==> config.mk <==
export PLATFORM = sky130hd
export DESIGN_NAME = fft_frame_ctrl_flat
export DESIGN_NICKNAME = d
export VERILOG_FILES = /design/src/rtl/fft_frame_ctrl_pkg.sv /design/src/rtl/fft_frame_ctrl_if.sv /design/src/rtl/fft_frame_cnt.sv /design/src/rtl/fft_frame_ctrl.sv /design/src/flat_wrapper.sv
export SDC_FILE = /design/constraint.sdc
export NUM_CORES = 1
export LEC_CHECK = 0
export BUFFER_PORTS_ARGS = -buffer_cell sky130_fd_sc_hd__buf_2
export CORE_ASPECT_RATIO = 1.1
export CORE_MARGIN = 8
export CORE_UTILIZATION = 50
export CTS_CLUSTER_DIAMETER = 100
export DETAILED_ROUTE_END_ITERATION = 6
export PLACE_DENSITY = 0.76
export REMOVE_ABC_BUFFERS = 1
export SLEW_MARGIN = 0
export SYNTH_ARGS = -nofsm -noshare
export SYNTH_HDL_FRONTEND = slang
export SYNTH_SLANG_ARGS = --single-unit
==> constraint.sdc <==
create_clock -name iclk -period 5.5 [get_ports iclk]
set_input_delay 0.825 -clock iclk [delete_from_list [all_inputs] [get_ports iclk]]
set_output_delay 0.825 -clock iclk [all_outputs]
set_load 0.005 [all_outputs]
==> src/rtl/fft_frame_ctrl_pkg.sv <==
// Shared constants for the FFT frame sequencer: default FFT geometry and
// controller state encodings, plus the in-flight frame bookkeeping helper.
// Imported by the interface, the frame counter and the controller top.
package fft_frame_ctrl_pkg;

    // Default FFT geometry: log2 of the FFT length, and complex sample width {re, im}.
    localparam int TOTAL_STAGE = 8;
    localparam int CPLX_WIDTH  = 32;

    // Controller state encodings.
    localparam logic [1:0] FFTC_IDLE  = 2'd0;
    localparam logic [1:0] FFTC_RUN   = 2'd1;
    localparam logic [1:0] FFTC_DRAIN = 2'd2;

    // Frames-in-flight update.
    // - A frame entering and a frame leaving in the same cycle cancel out.
    // - A leaving frame never drives the count below zero. Output beats can
    //   still arrive while the controller has nothing outstanding.
    function automatic logic [2:0] inflight_next(input logic [2:0] cur,
                                                 input logic       inc,
                                                 input logic       dec);
        logic [2:0] r;
        r = cur;
        if (inc && !dec) begin
            r = cur + 3'd1;
        end else if (dec && !inc && (cur != 3'd0)) begin
            r = cur - 3'd1;
        end
        return r;
    endfunction

endpackage

==> src/rtl/fft_frame_ctrl_if.sv <==
// Sample stream and FFT datapath bundle seen by the frame sequencer.
// Port summary:
//   s_valid/s_ready/s_data          : input sample stream
//   fft_ien/fft_iaddr/fft_idata     : FFT input side
//   fft_oen/fft_oaddr               : FFT output side
// slave modport  = the controller.
// master modport = the environment (source and FFT).
interface fft_frame_ctrl_if
    import fft_frame_ctrl_pkg::*;
#(
    parameter int STAGES = TOTAL_STAGE,
    parameter int CPLX_W = CPLX_WIDTH
);
    logic              s_valid;
    logic              s_ready;
    logic [CPLX_W-1:0] s_data;
    logic              fft_ien;
    logic [STAGES-1:0] fft_iaddr;
    logic [CPLX_W-1:0] fft_idata;
    logic              fft_oen;
    logic [STAGES-1:0] fft_oaddr;

    modport slave (
        input  s_valid, s_data, fft_oen, fft_oaddr,
        output s_ready, fft_ien, fft_iaddr, fft_idata
    );

    modport master (
        output s_valid, s_data, fft_oen, fft_oaddr,
        input  s_ready, fft_ien, fft_iaddr, fft_idata
    );
endinterface

==> src/rtl/fft_frame_cnt.sv <==
// Purpose: STAGES-bit wrapping beat counter within an N-point frame.
// Latency: count updates at the edge that samples inc; last is combinational from the count.
// Backpressure: none; the counter advances on every cycle where inc is high.
// Ports: iclk, rst_n (async active-low), inc, cnt (current index), last (cnt == N-1).
module fft_frame_cnt
    import fft_frame_ctrl_pkg::*;
#(
    parameter int STAGES = TOTAL_STAGE
) (
    input  logic              iclk,
    input  logic              rst_n,
    input  logic              inc,
    output logic [STAGES-1:0] cnt,
    output logic              last
);
    always_ff @(posedge iclk or negedge rst_n) begin
        if (!rst_n) begin
            cnt <= '0;
        end else if (inc) begin
            cnt <= cnt + 1'b1;
        end
    end

    assign last = (cnt == {STAGES{1'b1}});
endmodule

==> src/rtl/fft_frame_ctrl.sv <==
// Purpose: packs a valid/ready sample stream into N-point FFT frames and tracks frames in flight.
// Latency: 1 cycle from an accepted sample to fft_ien/fft_iaddr/fft_idata.
// Backpressure: s_ready drops only at a frame boundary, when the pipeline is full or a stop is pending.
// Ports: iclk, rst_n, start/stop pulses, bus (slave side of fft_frame_ctrl_if),
//        busy, inflight, frame_done, frames_out, err_order.
module fft_frame_ctrl
    import fft_frame_ctrl_pkg::*;
#(
    parameter int STAGES       = TOTAL_STAGE,
    parameter int CPLX_W       = CPLX_WIDTH,
    parameter int MAX_INFLIGHT = 2
) (
    input  logic             iclk,
    input  logic             rst_n,
    input  logic             start,
    input  logic             stop,
    fft_frame_ctrl_if.slave  bus,
    output logic             busy,
    output logic [2:0]       inflight,
    output logic             frame_done,
    output logic [15:0]      frames_out,
    output logic             err_order
);
    logic [1:0]        state;
    logic              stop_pend;
    logic [STAGES-1:0] in_cnt;
    logic [STAGES-1:0] out_cnt;
    logic              in_last;
    logic              out_last;
    logic              s_rdy;
    logic              accept;
    logic              in_done;
    logic              out_done;
    logic              at_cap;

    // s_ready depends only on registered state.
    // - Throttling applies only before the first beat of a frame.
    // - A frame that has started is always completed.
    assign at_cap   = (inflight == 3'(MAX_INFLIGHT));
    assign s_rdy    = (state == FFTC_RUN) && !((in_cnt == '0) && (at_cap || stop_pend));
    assign accept   = bus.s_valid && s_rdy;
    assign in_done  = accept && in_last;
    assign out_done = bus.fft_oen && out_last;

    assign bus.s_ready = s_rdy;
    assign busy        = (state != FFTC_IDLE);

    fft_frame_cnt #(.STAGES(STAGES)) u_in_cnt (
        .iclk  (iclk),
        .rst_n (rst_n),
        .inc   (accept),
        .cnt   (in_cnt),
        .last  (in_last)
    );

    // Output beats are counted in every state, including IDLE.
    fft_frame_cnt #(.STAGES(STAGES)) u_out_cnt (
        .iclk  (iclk),
        .rst_n (rst_n),
        .inc   (bus.fft_oen),
        .cnt   (out_cnt),
        .last  (out_last)
    );

    // Control FSM and stop request flag.
    // The stop flag is taken only in RUN and is consumed when RUN is left.
    // In IDLE, start has priority, so a stop arriving with it is dropped.
    always_ff @(posedge iclk or negedge rst_n) begin
        if (!rst_n) begin
            state     <= FFTC_IDLE;
            stop_pend <= 1'b0;
        end else begin
            case (state)
                FFTC_IDLE: begin
                    if (start) begin
                        state <= FFTC_RUN;
                    end
                end
                FFTC_RUN: begin
                    if (stop_pend && (in_cnt == '0)) begin
                        state     <= FFTC_DRAIN;
                        stop_pend <= 1'b0;
                    end else if (stop) begin
                        stop_pend <= 1'b1;
                    end
                end
                FFTC_DRAIN: begin
                    if (inflight == 3'd0) begin
                        state <= FFTC_IDLE;
                    end
                end
                default: begin
                    state     <= FFTC_IDLE;
                    stop_pend <= 1'b0;
                end
            endcase
        end
    end

    // Registered FFT input side.
    // fft_iaddr and fft_idata hold their last values between beats.
    always_ff @(posedge iclk or negedge rst_n) begin
        if (!rst_n) begin
            bus.fft_ien   <= 1'b0;
            bus.fft_iaddr <= '0;
            bus.fft_idata <= '0;
        end else begin
            bus.fft_ien <= accept;
            if (accept) begin
                bus.fft_iaddr <= in_cnt;
                bus.fft_idata <= bus.s_data;
            end
        end
    end

    // Frame accounting on the output side.
    always_ff @(posedge iclk or negedge rst_n) begin
        if (!rst_n) begin
            inflight   <= 3'd0;
            frame_done <= 1'b0;
            frames_out <= 16'd0;
        end else begin
            inflight   <= inflight_next(inflight, in_done, out_done);
            frame_done <= out_done;
            if (out_done) begin
                frames_out <= frames_out + 16'd1;
            end
        end
    end

    // Output ordering check.
    // A mismatched beat still advances out_cnt, so later in-order beats do
    // not re-flag.
    // An error arriving in the same cycle as a start wins over the clear.
    always_ff @(posedge iclk or negedge rst_n) begin
        if (!rst_n) begin
            err_order <= 1'b0;
        end else if (bus.fft_oen && (bus.fft_oaddr != out_cnt)) begin
            err_order <= 1'b1;
        end else if ((state == FFTC_IDLE) && start) begin
            err_order <= 1'b0;
        end
    end
endmodule

==> src/flat_wrapper.sv <==
// flat-port wrapper written by rule: the top's interface ports become plain ports
module fft_frame_ctrl_flat import fft_frame_ctrl_pkg::*;
#(
    parameter int STAGES       = TOTAL_STAGE,
    parameter int CPLX_W       = CPLX_WIDTH,
    parameter int MAX_INFLIGHT = 2
)
  (iclk, rst_n, start, stop, busy, inflight, frame_done, frames_out, err_order, bus_s_valid, bus_s_data, bus_fft_oen, bus_fft_oaddr, bus_s_ready, bus_fft_ien, bus_fft_iaddr, bus_fft_idata);
  fft_frame_ctrl_if #(.STAGES(STAGES), .CPLX_W(CPLX_W)) bus_i ();
  input  logic iclk;
  input  logic rst_n;
  input  logic start;
  input  logic stop;
  output logic busy;
  output logic [2:0] inflight;
  output logic frame_done;
  output logic [15:0] frames_out;
  output logic err_order;
  input wire logic [$bits(bus_i.s_valid)-1:0] bus_s_valid;
  input wire logic [$bits(bus_i.s_data)-1:0] bus_s_data;
  input wire logic [$bits(bus_i.fft_oen)-1:0] bus_fft_oen;
  input wire logic [$bits(bus_i.fft_oaddr)-1:0] bus_fft_oaddr;
  output wire logic [$bits(bus_i.s_ready)-1:0] bus_s_ready;
  output wire logic [$bits(bus_i.fft_ien)-1:0] bus_fft_ien;
  output wire logic [$bits(bus_i.fft_iaddr)-1:0] bus_fft_iaddr;
  output wire logic [$bits(bus_i.fft_idata)-1:0] bus_fft_idata;
  assign bus_i.s_valid = bus_s_valid;
  assign bus_i.s_data = bus_s_data;
  assign bus_i.fft_oen = bus_fft_oen;
  assign bus_i.fft_oaddr = bus_fft_oaddr;
  assign bus_s_ready = bus_i.s_ready;
  assign bus_fft_ien = bus_i.fft_ien;
  assign bus_fft_iaddr = bus_i.fft_iaddr;
  assign bus_fft_idata = bus_i.fft_idata;
  fft_frame_ctrl #(.STAGES(STAGES), .CPLX_W(CPLX_W), .MAX_INFLIGHT(MAX_INFLIGHT)) u_core (.iclk(iclk), .rst_n(rst_n), .start(start), .stop(stop), .bus(bus_i), .busy(busy), .inflight(inflight), .frame_done(frame_done), .frames_out(frames_out), .err_order(err_order));
endmodule
## Yosys cells after proc, flatten, opt, wreduce, memory -nomap -nowiden

Index checks and enable logic that the tools add are counted.

- Register bits: 81
- Output and inout port bits: 64

- $add $sub $neg: 5
- Equality and inequality tests: 10
- Muxes and demuxes: 11
- Bitwise gates (word level): 1
- Reduce and logical (&&, ||, !) cells: 25

Operators by type and width:

| kind | count |
|---|---|
| adder 16 x 1 -> 16 bit (second input constant) | 1 |
| adder 8 x 1 -> 8 bit (second input constant) | 2 |
| equality test 8 bit (second input constant) | 2 |
| logical AND 1 bit | 11 |
| logical NOT 8 bit | 1 |
| != test 8 bit | 1 |
| 2-to-1 mux 2 bit | 3 |
| 2-to-1 mux 3 bit | 2 |
| case mux 2 bit (3 select lines) | 1 |
| nonzero test 2 bit | 3 |
| 2-to-1 mux 1 bit | 4 |
| != test 2 bit (second input constant) | 2 |
| adder 3 x 1 -> 3 bit (second input constant) | 1 |
| equality test 3 x 2 -> 1 bit (second input constant) | 1 |
| logical NOT 1 bit | 3 |
| logical NOT 3 bit | 1 |
| != test 3 bit (second input constant) | 1 |
| AND reduction 3 bit | 1 |
| nonzero test 3 bit | 1 |
| subtractor 3 x 1 -> 3 bit (second input constant) | 1 |
| equality test 2 x 1 -> 1 bit (second input constant) | 1 |
| equality test 2 bit (second input constant) | 1 |
| logical NOT 2 bit | 1 |
| != test 2 x 1 -> 1 bit (second input constant) | 1 |
| 5 further kinds | 5 |

## Logic depth before layout (Yosys ltp)

Gate-level depths: netlist of the first run.

- Word-level depth: 12
- Mapped depth: 9
- Gate-level depth less buffers: 8

## Modules after synthesis

Synthesis of the first run repeated with hierarchy kept, for this count alone.

- Cell total of the unflattened synthesis: 267
- Area total of the unflattened synthesis: 3577.2 sq um

Modules (own cells, without submodules):

| module | times used | cells an instance | area an instance (sq um) | seq. area each (sq um) |
|---|---|---|---|---|
| fft_frame_ctrl | 1 | 211 | 2884.0 | 1626.6 |
| fft_frame_cnt | 2 | 28 | 346.6 | 200.2 |

## Worst setup path before layout of the first run

No wires, ideal clock.

- Path kind: input port to flip-flop
- Start point: input bus_fft_oen
- End point: register u_core.inflight[2]
- Setup time: 0.079 ns
- Arrival: 2.714 ns
- Required time: 5.421 ns
- Setup slack: 2.707 ns
- Stages on the path: 9
- Buffers on the path: 2
- Path through: buf_2 -> nand4_4 -> or2_1 -> buf_2 -> nand3_1 -> fa_1 -> or4_1 -> mux2_4 -> mux2i_1

- Cells in the longest elaborated chain, start to end: 4
- Elaborated cells between the ends (all ways): 7

Ends and longest elaborated chain:

| what | line | text |
|---|---|---|
| start: declaration | flat_wrapper.sv:21 | `input wire logic [$bits(bus_i.fft_oen)-1:0] bus_fft_oen;` |
| logical AND 1 bit (*) | fft_frame_ctrl.sv:43 | `assign out_done = bus.fft_oen && out_last;` |
| logical NOT 1 bit or logical AND 1 bit (tied branches) | fft_frame_ctrl_pkg.sv:24, fft_frame_ctrl_pkg.sv:26 |  |
| logical AND 1 bit, on equally long branches | fft_frame_ctrl_pkg.sv:24, fft_frame_ctrl_pkg.sv:26 |  |
| 2-to-1 mux 3 bit or nonzero test 2 bit (tied branches) | -- |  |
| end signal: assignment | fft_frame_ctrl.sv:123 | `inflight <= inflight_next(inflight, in_done, out_done);` |
| end: declaration | fft_frame_ctrl.sv:19 | `output logic [2:0] inflight,` |

Every way passes the cells marked *; elsewhere a longest branch is shown, timed or not.
A chain may end at the register's enable or synchronous reset.

## Worst setup path after layout of the first run

- Start point: register u_core.u_out_cnt.cnt[0]
- End point: register u_core.inflight[2]

- Cells in the longest elaborated chain, start to end: 5
- Elaborated cells between the ends (all ways): 8

Ends and longest elaborated chain:

| what | line | text |
|---|---|---|
| start: declaration | fft_frame_cnt.sv:13 | `output logic [STAGES-1:0] cnt,` |
| start signal: assignment | fft_frame_cnt.sv:20 | `cnt <= cnt + 1'b1;` |
| equality test 8 bit (*) | fft_frame_cnt.sv:24 | `assign last = (cnt == {STAGES{1'b1}});` |
| logical AND 1 bit (*) | fft_frame_ctrl.sv:43 |  |
| logical NOT 1 bit or logical AND 1 bit (tied branches) | fft_frame_ctrl_pkg.sv:24, fft_frame_ctrl_pkg.sv:26 |  |
| logical AND 1 bit, on equally long branches | fft_frame_ctrl_pkg.sv:24, fft_frame_ctrl_pkg.sv:26 |  |
| 2-to-1 mux 3 bit or nonzero test 2 bit (tied branches) | -- |  |

Marked as above.

==> results.md, run 1 <==
- The TritonCTS buffer count is 9.
- The maximum buffer depth of the clock tree is 2.
- Buffers inserted to repair hold after CTS numbered 0.
- Across the VDD grid, the largest voltage drop is 280 uV.
- The sum of negative setup slack is 0 ns.
- The root buffer selected by CTS is clkbuf_8.
- Entering global routing, the biggest net connects 82 pins.
- The number of nets at the end of the flow is 433.
- The adder and majority gate portion of the synthesized area is 1.96%.
- Summing the areas of all and, or, nand and nor instances in the mapped netlist gives 12.3% of the synthesized area.
- The CTS clock-pin slew for the worst setup and hold paths is 0.07 ns.
- With fillers left out, the area of the finished cells amounts to 4360 um^2.
- The post-route total power is 1.98 mW.
- In this run the remaining antenna-violating nets after routing total 0.
- Relative to the synthesized area, the layout overhead comes to 21.8%.
- The final max-slew violation count is 0.
- The post-layout minimum cycle time is 2.71 ns.
- The worst min-delay path category is reg2reg.
- In this run the tightest slew margin relative to its limit is 28.7%.
- Buffers added to address setup during post-CTS repair amount to 0.
- The kind of start point of the critical path is a flip-flop.
- TritonCTS built the clock tree.
- The clock arrives with 0.00946 ns of skew.
- The number of placement rows is 32.
- CTS saw 81 sinks.
- The final period utilization is 49.3%.
- The number of setup violations in the final report is 0.
- After synthesis the cells add up to 3580 um^2.
- For flop-to-flop paths, the worst setup slack is 2.79 ns.
- The overall global routing resource usage is 14.8%.
- The routability congestion estimate is 0.780.
- The compound-cell area share of the yosys netlist is 2.76%.
- Yosys attributes the largest share of cell area to dfrtp_1 57%, mux2_1 9.4%, xnor2_1 7.6%, mux2_2 3.8%, nand4_1 3.1%.
- The core area is 6970 um^2.
- In this run the tool buffered the top-level ports with 109 buffer cells.
- The biggest area contributor in the post-synthesis netlist is dfrtp_1.
- The beginning of the critical path is u_core.u_out_cnt.cnt[0].
- The total of warnings raised by yosys is 0.
- The aggregate routed wire length is 7260 um.
- The flow ran to the end, and the final reports show no timing, DRC or antenna violations.
- Detailed placement ended at an HPWL of 5350 um.
- The routed layout has 2449 vias.
- The vertical die dimension is 105 um.
- The post-CTS resize count is 0.
- In this run the most critical hold path is launched from u_core.frames_out[15].
- The global-route wire length before repair is 12600 um.
- The die covers 10100 um^2.
- The initial utilization of the core area, before any placement, comes to 51.4%.
- The top flip-flop cell by instance count after synthesis is dfrtp_1.
- Dividing the detail-routed via count by the number of cells gives 5.21.
- The register bit count reported by yosys is 81.
- Counting flops with an async set or reset pin after synthesis yields a share of 100%.
- The critical path is of the reg2reg type.
- After global routing the overflow that remains totals 0.
- For this design the ratio of total power to cell area is 453 nW/um^2.
- The initial antenna violation count is 0.
- Among all cell types in the netlist, the one instantiated most often is dfrtp_1.
- After detailed routing, the number of remaining DRC violations is 0.
- The pre-antenna-repair detailed-routing pass consisted of 4 iterations.
- Max-cap violations in this run came to 0.
- The antenna cell count is 0.
- For the worst-skew pair, the clock arrives at the later sink with an insertion delay of 0.34 ns.
- The xor-xnor portion of the synthesized cell area is 9.29%.
- The static leakage is 2.17 nW.
- The cell count after synthesis is 272.
- The H-tree depth is 3.
- The type of destination of the critical path is a flip-flop.
- The area fraction of the dominant cell type after synthesis is 56.6%.
- The final-layout fill cell count is 568.
- The startpoint identified for the worst register-to-register timing path is u_core.u_out_cnt.cnt[0].
- A synthesized cell averages 13.2 um^2.
- The biggest fanout along the worst timing path is 6.
- Data on the critical path arrives at its endpoint at 2.97 ns.
- The share of layout cells above drive strength 1 is 37.1%.
- The share of synthesized area spent on multiplexers is 14.5%.
- The placed instances occupy a cell area of 4170 um^2.
- The number of global-route vias before repair is 2569.
- The width of the chip is 96.7 um.
- The register area is 2030 um^2.
- Timing would allow up to 0.369 GHz.
- The count of final hold-check violations is 0.
- 110 I/O pins were placed.
- The commonest cells after synthesis are 81 x dfrtp_1, 31 x xnor2_1, 30 x mux2_1.
- For the worst setup path, the data required time is 5.76 ns.
- Summing the sequential cell areas from Yosys gives 56.6% of the chip area.
- The average wire per cell in the routed design is 15.4 um.
- For this block, the initial DRC count from the detailed router was 77.
- Setup repair after global routing left no endpoint under its margin.
- The multi-input gate area in the final layout is 1460 um^2.
- For the pin with the worst max-slew slack, the measured transition is 1.07 ns.
- The combinational family with the most area after synthesis is multiplexers.
- The count of flip-flops with a built-in enable after synthesis is 0.
- The number of distinct library cells after synthesis is 43.
==> logic make-up after synthesis <==
family,count (synthesis)
flip-flops,81
AND/OR/NAND/NOR,72
multiplexers,46
XOR/XNOR,38
buffers and inverters,16
AO/OA/AOI/OAI,14
adder cells (fa/ha/maj),5
==> cell type report <==
| cell class | instances | share of cell area (%) |
|---|---|---|
| multi-input cells | 175 | 33.5 |
| repair buffers | 109 | 12.6 |
| flip-flops and latches | 81 | 46.5 |
| clock inverters | 4 | 1.61 |
| well taps | 85 | 2.44 |
| clock buffers | 10 | 2.93 |
| inverters | 6 | 0.516 |
==> state kept, by name (all words and copies together) (netlist names) <==
| name | cells |
|---|---|
| u_core.bus.fft_iaddr | 8 |
| u_core.u_in_cnt.cnt | 8 |
| u_core.frames_out | 16 |
| u_core.stop_pend | 1 |
| u_core.frame_done | 1 |
| u_core.u_out_cnt.cnt | 8 |
| u_core.bus.fft_idata | 32 |
| u_core.inflight | 3 |
| u_core.bus.fft_ien | 1 |
| u_core.err_order | 1 |
| u_core.state | 2 |
==> power breakdown <==
| part | internal (mW) | total [mW] | switching, mW |
|---|---|---|---|
| sequential | 0.791 | 0.941 | 0.150 |
| clock | 0.249 | 0.445 | 0.196 |
| combinational | 0.324 | 0.590 | 0.265 |
| total | 1.36 | 1.98 | 0.611 |
==> critical path: stages (launching register included) <==
cell     delay [ns]
dfrtp_1        0.45
ha_1           0.27
nand4_1        0.16
or2_1          0.29
nand3_1        0.14
fa_1           0.40
or4_1          0.52
mux2_4         0.27
mux2i_1        0.13
==> placed cells by master, fill, tap and decap left out, types with 2 or more instances in the layout <==
master / Yosys / layout
xnor2_1: 31 / 31
bufinv_16: 0 / 2
nand4_1: 18 / 18
xor2_1: 7 / 7
mux2_1: 30 / 30
nor2_1: 8 / 8
dfrtp_1: 81 / 81
nand2b_1: 2 / 2
clkbuf_8: 0 / 9
o21ai_0: 5 / 5
buf_2: 2 / 108
mux2i_1: 3 / 3
nand2_1: 11 / 11
and3_1: 8 / 8
mux2_2: 12 / 12
inv_1: 5 / 5
a21oi_1: 2 / 2
clkinv_2: 0 / 2
ha_1: 4 / 4
and4_1: 2 / 2
nor3_1: 3 / 3
nand3_1: 9 / 9
==> worst paths after layout <==
check	endpoint	cells past startpoint
min in group asynchronous	u_core.bus.fft_idata[31]	1
setup / recovery	u_core.inflight[2]	8
max in group asynchronous	u_core.bus.fft_idata[9]	1
hold / removal	u_core.frames_out[15]	1
setup reg to reg	u_core.inflight[2]	8
hold reg to reg	u_core.frames_out[15]	1
==> stage by stage <==
step	setup slack [ns]	utilization, %	hold slack [ns]	cells
detailed placement	2.53	59.8	0.464	456
floorplan	2.88	-	0.458	262
global route	2.54	62.6	0.505	470
global placement	2.62	59.8	0.458	456
finish	2.79	62.6	0.469	470
CTS	2.78	62.6	0.475	470
==> metal layers <==
metal | track usage [%] | vias up | part of all wire (%)
met5 | 0 | - | 0
met1 | 19.0 | 1179 | 46
met3 | 6.32 | 9 | 8.9
met2 | 21.6 | 85 | 44
li1 | - | 1176 | -
met4 | 5.50 | 0 | 1.3
Power figures use the tool's default switching activity.
==> run 2: changes to the inputs <==
Settings changed: CORE_UTILIZATION 50 to 46, PLACE_DENSITY 0.76 to 0.74.
Clock period 5.5 ns to 2.31 ns, I/O delays scaled along.
==> run 2 against run 1 <==
Effect of this change:
- register-to-register slack lost 2.7 ns
- worst setup slack got worse by 2.7 ns
- largest cell class unchanged
- fmax increased by 20%
==> results.md, run 2 (synthesized netlist as in run 1, its figures left out) <==
- The mean number of vias per cell came to 4.96 (-4.9%).
- The number of placement rows is 33 (+3.1%).
- In the final layout, the registers with the most flip-flops are u_core.bus.fft_idata x32, u_core.frames_out x16.
- The pin count of the biggest net entering global routing came to 44 (-46%).
- The static leakage is 2.35 nW (+8.3%).
- The final max-slew violation count was 0 (unchanged).
- In this run the critical register-to-register path is launched from u_core.u_in_cnt.cnt[0].
- The critical path starts at u_core.u_in_cnt.cnt[0].
- The biggest fanout along the worst timing path came to 3 (-3).
- The global-route wire length before repair is 12800 um (+1.1%).
- The final period utilization is 97.7% (+48 points).
- TritonCTS built the clock tree.
- The vertical die dimension is 109 um (+3.6%).
- The clock network latency to the later pin of the worst-skew pair is 0.35 ns (about the same).
- The area of the die came to 10900 um^2 (+7.3%).
- The remaining antenna violation count after routing is 0 (unchanged).
- The post-layout minimum cycle time is 2.26 ns (-0.451 ns).
- The sum of negative setup slack is 0 ns (unchanged).
- The CTS clock-pin slew for the worst setup and hold paths came to 0.09 ns (+0.02 ns).
- The number of flip-flops in the largest register was 32 (unchanged).
- The required time at the worst-slack endpoint is 2.58 ns (-3.18 ns).
- The most common library cell in the layout ignoring fill and taps is buf_2.
- The starting utilization of the core area came to 47.7% (-3.7 points).
- The remaining design rule violation count is 0 (unchanged).
- Compared with the post-synthesis result, the final layout area differs by 32.3%.
- The data arrival time of the critical path is 2.52 ns (-0.45 ns).
- The overall global routing resource usage came to 14.8% (-0.045 points).
- The final-layout fill cell count is 629 (+11%).
- The total iterations of the first detailed-routing run is 4 (unchanged).
- The register area was 2030 um^2 (unchanged).
- The number of maximum-capacitance constraint violations was 0 (unchanged).
- The setup path with the least slack is of type reg2reg.
- The I/O pin count is 110 (unchanged).
- The capturing element of the worst setup path is u_core.inflight[2].
- The number of nets at the end of the flow is 467 (+7.9%).
- The antenna cell count came to 0 (unchanged).
- The initial detailed-routing violation count was 107 (+39%).
- The H-tree depth was 3 (unchanged).
- The via count is 2602 (+6.2%).
- The count of buffers inserted at the top-level ports is 109 (unchanged).
- The multi-input gate area in the final layout is 1500 um^2 (+2.7%).
- The count of final hold-check violations is 0 (unchanged).
- The smallest setup slack after layout came to 0.0521 ns (-2.74 ns).
- The initial antenna violation count came to 0 (unchanged).
- The kind of start point of the critical path is a flip-flop.
- The leftover overflow at the end of global routing is 0 (unchanged).
- The share of layout cells above drive strength 1 came to 44.5% (+7.4 points).
- The TritonCTS buffer count came to 9 (unchanged).
- The core area was 7510 um^2 (+7.9%).
- The number of sinks handled by clock tree synthesis came to 81 (unchanged).
- The highest attainable clock frequency is 0.443 GHz (+20%).
- The aggregate routed wire length was 8040 um (+11%).
- The end of the worst register-to-register path is u_core.inflight[2].
- The maximum buffer depth of the clock tree is 2 (unchanged).
- The peak ir drop on the vdd network is 493 uV (+76%).
- The number of cell instances on the worst register-to-register path is 8 (unchanged).
- The average wire per cell in the routed design came to 15.3 um (-0.79%).
- The type of destination of the critical path is a flip-flop.
- The flow ran to the end, and the final reports show no timing, DRC or antenna violations.
- The power density normalized to cell area is 1090 nW/um^2 (+140%).
- The final setup skew was 0.0135 ns (+0.00404 ns).
- The width of the chip is 100 um (+3.6%).
- Setup repair after global routing could not meet its margin everywhere.
- The register-to-register setup slack is 0.05 ns (-2.74 ns).
- The minimum setup slack after placement is 0.0169 ns (-2.52 ns).
- The tree is rooted in a clkbuf_8.
- The transition at the pin with the smallest max-transition slack is 0.527 ns (-0.541 ns).
- The worst slew margin relative to its limit was 64.9% (+36 points).
- In the layout the commonest cells are 108 x buf_2, 81 x dfrtp_1, 31 x xnor2_1.
- The number of setup violations in the final report is 0 (unchanged).
- In this run the worst hold path is classified as in2reg.
- The number of global-route vias before repair is 2612 (+1.7%).
- The register with the most flip-flops is u_core.bus.fft_idata.
- The detailed-placement wirelength estimate came to 6050 um (+13%).
- The routability congestion estimate came to 0.829 (+6.2%).
## run 2: per-stage QoR
| stage | power [mW] | utilization [%] | hold slack (ns) | area [um^2] | instances |
|---|---|---|---|---|---|
| 6_report | 5.15 | 63.1 | 0.198 | 4740 | 525 |
| 3_5_place_dp | 3.96 | 58.7 | 0.362 | 4410 | 502 |
| 2_1_floorplan | 3.05 | - | 0.0509 | 3510 | 262 |
| 3_3_place_gp | 3.88 | 58.7 | 0.351 | 4410 | 502 |
| 4_1_cts | 5.11 | 62.0 | 0.186 | 4660 | 519 |
| 5_1_grt | 5.49 | 63.1 | 0.191 | 4740 | 525 |
## run 2: worst min path at each step
stage                               from                        to  slack, ns  depth (start not counted)
after detailed placement           rst_n  u_core.bus.fft_idata[17]       0.36                          1
after CTS                 bus_s_data[23]  u_core.bus.fft_idata[23]       0.19                          2
after global routing      bus_s_data[23]  u_core.bus.fft_idata[23]       0.19                          2
after global placement             rst_n  u_core.bus.fft_idata[10]       0.35                          1
final                     bus_s_data[20]  u_core.bus.fft_idata[20]       0.20                          2
after floorplan                    rst_n   u_core.bus.fft_iaddr[0]       0.05                          0
## run 2: power breakdown
part / total, mW / switching, mW / internal (mW)
logic: 1.90 / 0.849 / 1.05
registers: 2.14 / 0.252 / 1.88
clock network: 1.12 / 0.515 / 0.608
## run 2: timing repair
item                       in CTS  in global routing
buffers inserted                1                  6
resized for setup               3                 11
setup endpoints to repair       2                  2
hold endpoints to repair       38                  0
gates cloned                    0                  0
hold buffers                    1                  0
pin swaps                       1                  8
## run 2: routing by layer
| layer | global-route usage (%) | part of all wire (%) |
|---|---|---|
| met5 | 0 | 0 |
| met4 | 5.84 | 1.2 |
| met3 | 5.46 | 9.3 |
| met2 | 22.5 | 44 |
| met1 | 18.6 | 45 |
## run 2: final cells by class
cell class                 count  area share, %
timing repair buffer         143           17.8
clock inverter                 6           1.90
tap                          105           2.77
multi-input combinational    175           31.7
sequential                    81           42.8
clock buffer                   9           2.61
inverter                       6          0.475
## run 2: worst max-delay path, stage by stage, from the launching register on
cell	delay [ns]
dfrtp_1	0.38
ha_2	0.19
nand4_1	0.13
nor2_2	0.16
nand3_2	0.09
fa_2	0.38
or4_4	0.47
mux2_4	0.26
mux2i_1	0.12
